$ cat config.mk
export PLATFORM = sky130hd
export DESIGN_NAME = cp0_cause_irq
export DESIGN_NICKNAME = d
export VERILOG_FILES = /design/src/rtl/cp0_cause_irq.sv
export SDC_FILE = /design/constraint.sdc
export NUM_CORES = 1
export LEC_CHECK = 0
export CAP_MARGIN = 30
export CORE_MARGIN = 2
export CORE_UTILIZATION = 33
export CTS_BUF_LIST = sky130_fd_sc_hd__clkbuf_4 sky130_fd_sc_hd__clkbuf_8
export DETAILED_ROUTE_END_ITERATION = 6
export HOLD_SLACK_MARGIN = 0.08
export PLACE_DENSITY = 0.88
export SLEW_MARGIN = 20
export SYNTH_ARGS = -nofsm -noshare
export SYNTH_HDL_FRONTEND = slang
export SYNTH_SLANG_ARGS = --single-unit
$ cat constraint.sdc
create_clock -name clk -period 2.15 [get_ports clk]
set_input_delay 0.43 -clock clk [delete_from_list [all_inputs] [get_ports clk]]
set_output_delay 0.43 -clock clk [all_outputs]
set_load 0.05 [all_outputs]
$ cat src/rtl/cp0_cause_irq.sv
// CP0 CAUSE register (Reg 13) with an interrupt front end: per-line synchroniser,
// level or sticky rising-edge pending, software IP bits, exception fields and a registered irq_req.
module cp0_cause_irq #(
  parameter int         N_EXT       = 4,
  parameter int         SYNC_STAGES = 2,
  parameter logic [3:0] EDGE_MASK   = 4'b0000
) (
  input  logic             clk,
  input  logic             reset,
  input  logic [N_EXT-1:0] irq_in,
  input  logic [N_EXT-1:0] irq_clr,
  input  logic             timer_pending,
  input  logic             activeexception,
  input  logic [4:0]       exccode,
  input  logic             exc_in_delay_slot,
  input  logic             mtc0_we,
  input  logic [31:0]      mtc0_wdata,
  input  logic [7:0]       status_im,
  input  logic             status_ie,
  input  logic             status_exl,
  output logic [31:0]      cause,
  output logic             irq_req
);

  logic [N_EXT-1:0] sync_s;
  logic [N_EXT-1:0] prev_q;
  logic [N_EXT-1:0] pend_q, pend_d;
  logic [N_EXT-1:0] ip_ext_q;
  logic [3:0]       ip_ext_s;
  logic             ti_q;
  logic [1:0]       sw_q, sw_d;
  logic [4:0]       exc_q, exc_d;
  logic             bd_q, bd_d;
  logic             irq_q, irq_d;
  logic             unused_wdata_s;

  assign unused_wdata_s = ^{mtc0_wdata[31:10], mtc0_wdata[7:0]};

  generate
    if (SYNC_STAGES == 0) begin : g_nosync
      assign sync_s = irq_in;
    end else begin : g_sync
      logic [N_EXT-1:0] chain_q [SYNC_STAGES];

      always_ff @(posedge clk) begin
        if (reset) begin
          for (int j = 0; j < SYNC_STAGES; j++) chain_q[j] <= {N_EXT{1'b0}};
        end else begin
          chain_q[0] <= irq_in;
          for (int j = 1; j < SYNC_STAGES; j++) chain_q[j] <= chain_q[j-1];
        end
      end

      assign sync_s = chain_q[SYNC_STAGES-1];
    end
  endgenerate

  // Edge lines: a new rising edge beats a same-cycle clear.
  always_comb begin
    pend_d = {N_EXT{1'b0}};
    for (int i = 0; i < N_EXT; i++) begin
      if (EDGE_MASK[i]) begin
        pend_d[i] = (sync_s[i] & ~prev_q[i]) | (pend_q[i] & ~irq_clr[i]);
      end else begin
        pend_d[i] = sync_s[i];
      end
    end
  end

  always_comb begin
    sw_d  = sw_q;
    exc_d = exc_q;
    bd_d  = bd_q;
    if (mtc0_we) begin
      sw_d = mtc0_wdata[9:8];
    end else begin
      sw_d = sw_q;
    end
    if (activeexception) begin
      exc_d = exccode;
      bd_d  = exc_in_delay_slot;
    end else begin
      exc_d = exc_q;
      bd_d  = bd_q;
    end
  end

  genvar g;
  generate
    for (g = 0; g < 4; g++) begin : g_ipext
      if (g < N_EXT) begin : g_present
        assign ip_ext_s[g] = ip_ext_q[g];
      end else begin : g_absent
        assign ip_ext_s[g] = 1'b0;
      end
    end
  endgenerate

  assign cause = {bd_q, ti_q, 14'b0, ip_ext_s, ti_q, 1'b0, sw_q, 1'b0, exc_q, 2'b00};

  // Request is taken from the registered cause, so it trails cause by one cycle.
  assign irq_d = (|(cause[15:8] & status_im)) & status_ie & ~status_exl;

  always_ff @(posedge clk) begin
    if (reset) begin
      prev_q   <= {N_EXT{1'b0}};
      pend_q   <= {N_EXT{1'b0}};
      ip_ext_q <= {N_EXT{1'b0}};
      ti_q     <= 1'b0;
      sw_q     <= 2'b00;
      exc_q    <= 5'd0;
      bd_q     <= 1'b0;
      irq_q    <= 1'b0;
    end else begin
      prev_q   <= sync_s;
      pend_q   <= pend_d;
      ip_ext_q <= pend_q;
      ti_q     <= timer_pending;
      sw_q     <= sw_d;
      exc_q    <= exc_d;
      bd_q     <= bd_d;
      irq_q    <= irq_d;
    end
  end

  assign irq_req = irq_q;

endmodule

==> results of run 1 <==
## final timing paths
check / end / cells after the start / from / slack, ns
worst max-delay path: cause[9] / 1 / sw_q[1] / 0.18
worst min register to register: g_sync.chain_q[1][0] / 1 / g_sync.chain_q[0][0] / 0.45
worst max register to register: irq_req / 3 / ti_q / 1.20
worst min-delay path: g_sync.chain_q[1][0] / 1 / g_sync.chain_q[0][0] / 0.45
## cell usage in the layout (no fill, tap or decap), types with 3 or more instances in the layout
cell type        count
clkbuf_4             3
clkdlybuf4s50_1     40
conb_1              18
dfxtp_1             26
mux2i_1              8
nor2_1               9
nor2b_1             17
## area by class of cell
type | count | area (µm²)
Clock buffer | 3 | 22.52
Multi-Input combinational cell | 57 | 330.3
Tap cell | 31 | 38.79
Clock inverter | 1 | 30.03
Sequential cell | 26 | 520.5
Timing Repair Buffer | 41 | 407.9
Fill cell | 264 | 1408
## synth_stat cells
library cell | instances | share of area, %
buf_2 | 1 | 0.52
a22o_1 | 1 | 0.91
nor2_1 | 9 | 3.5
a221oi_2 | 1 | 1.6
nor2b_1 | 17 | 11
conb_1 | 1 | 0.39
buf_4 | 23 | 18
a222oi_1 | 1 | 1.0
mux2i_1 | 8 | 8.3
dfxtp_1 | 26 | 54
a21oi_1 | 1 | 0.52
nand2_1 | 1 | 0.39
## metal layers
| layer | up-vias | routed length (µm) |
|---|---|---|
| met3 | 0 | 169 |
| met4 | 0 | 0 |
| met1 | 285 | 540 |
| li1 | 323 | - |
| met5 | - | 0 |
| met2 | 34 | 867 |
## kinds of logic after synthesis
| kind of cell | share of synthesized area [%] |
|---|---|
| buffers and inverters | 18.42 |
| muxes | 8.301 |
| AOI/OAI and AO/OA | 4.020 |
| other | 0.3887 |
| and+or+nand+nor | 14.91 |
| DFF | 53.96 |
## power groups by stage
stage / Combinational [µW] / Clock (µW) / Sequential, µW
2_1_floorplan: 142 / 0 / 553
3_3_place_gp: 218 / 0 / 520
3_5_place_dp: 221 / 0 / 521
4_1_cts: 221 / 330 / 510
5_1_grt: 231 / 351 / 513
6_report: 220 / 316 / 510
## per-stage QoR
step	worst slack, ns	instance area (µm²)	instances	hold slack [ns]	utilization [%]
5_1_grt	0.1210	1350	159	0.4673	48.96
3_5_place_dp	0.5241	1297	155	0.4234	47.05
3_3_place_gp	0.5570	1297	155	0.4181	47.05
2_1_floorplan	1.061	1028	107	0.4138	-
4_1_cts	0.1562	1350	159	0.4549	48.96
6_report	0.1823	1350	159	0.4507	48.96
## state kept, by name, summed over array words and instances (netlist names)
signal,count
g_sync.chain_q,8
exc_q,5
ip_ext_q,4
pend_q,4
sw_q,2
bd_q,1
irq_req,1
ti_q,1
==> qor.yml, run 1 <==
global_routing:
  grt_max_degree: 19
  grt_pass1_wl_um: 2463
  grt_use_met3_pct: 4.911
  busiest_layer: "met2"
  grt_use_total_pct: 9.568
  grt_overflow: 0
  met1_usage_pct: 9.931
  antenna_found_initial: 0
  grtUsageMet2_pct: 18.18
  grt_pass1_vias: 583
power_and_ir_drop:
  power_switching_uw: 277.4
  p_per_area_nw_per_um2: 774.8
  power_frac_clock_pct: 30.2
  p_comb_share_pct: 21.0
  seq_power_share_pct: 48.7
  ir_drop_mv: 0.6196
  internal_power_uw: 768.6
  p_leak_uw: 0.0005674
  p_sw_share_pct: 26.52
  fin_total_pwr_uw: 1046
floorplanning:
  core_area_um2: 2758
  initial_utilization_pct: 34.98
  io_pins: 94
  die-area_um2: 3372
  die_w_um: 58.07
  rows: 19
  die-height_um: 58.07
synthesis:
  syn_area_per_cell_um2: 10.72
  yosys_warnings: 0
  netlist_area_um2: 964.7
  synth_seq_cells: 26
  syn_inst: 90
  synth.distinct_cells: 12
  ys_seq_area_share_pct: 53.96
clocking:
  post_cts_resized: 0
  clockRootBuffer: "clkbuf_4"
  cts_setup_buffers: 0
  clockBufferDepth: 2
  clk_latency_ns: 0.30
  htreeDepth: 1
  cts_inserted_buffers: 3
  clkSlewWorstSetupHoldPaths_ns: 0.13
  hold_buffers: 0
  clock-sinks: 26
  cts_tree: "built"
routing:
  drc_errors: 0
  drt-initial-drc-count: 3
  routedWlPerCell_um: 9.925
  drt-pass1-iter-count: 4
  route.vias.total: 642
  finalWirelength_um: 1578
  viasPerCell: 4.038
  ant_nets: 0
layout:
  drive_gt1_share_pct: 4.688
  nNetsFinal: 190
  area_growth_pct: 39.95
  insertedDiodeCount: 0
timing:
  rsz0062_at_grt: "false"
  tightest_slew_ns: 0.5168
  period_needed_ns: 1.968
  setup_viol: 0
  hold_violations: 0
  fin_setup_tns_ns: 0
  relSlewSlack_pct: 65.44
  drv_slew: 0
  skew_ns: 0.003574
  period_share_pct: 91.52
  max_freq_mhz: 508.2
setup_path:
  critPathMaxStageDelay_ns: 0.84
  cp.arrival_ns: 1.54
  start_kind: "flop"
  crit_family: "buffers and inverters"
  end_kind: "output port"
  path_cells: "clkdlybuf4s50_1"
  crit_required_ns: 1.72
  slowest_stage: "clkdlybuf4s50_1"
  crit_type: "flop to output port"
  critPathMaxFanout: 3
  cp_num_buf_inv: 1
placement:
  port_buffers: 40
  place.gp.congestion: 0.5862
worst_hold_path:
  min_path_type: "flop to flop"
status:
  status: "finished, final reports clean"
run:
  drv_cap: 0
Power figures use the tool's default switching activity.
==> run 2: changes to the inputs <==
--- a/config.mk
+++ b/config.mk
@@ -10,7 +10,7 @@
 export CORE_UTILIZATION = 33
 export CTS_BUF_LIST = sky130_fd_sc_hd__clkbuf_4 sky130_fd_sc_hd__clkbuf_8
 export DETAILED_ROUTE_END_ITERATION = 6
-export HOLD_SLACK_MARGIN = 0.08
+export HOLD_SLACK_MARGIN = 0.05
 export PLACE_DENSITY = 0.88
 export SLEW_MARGIN = 20
 export SYNTH_ARGS = -nofsm -noshare
==> results of run 2 <==
Same layout as run 1: the final DEF is identical, and so are final timing and power.
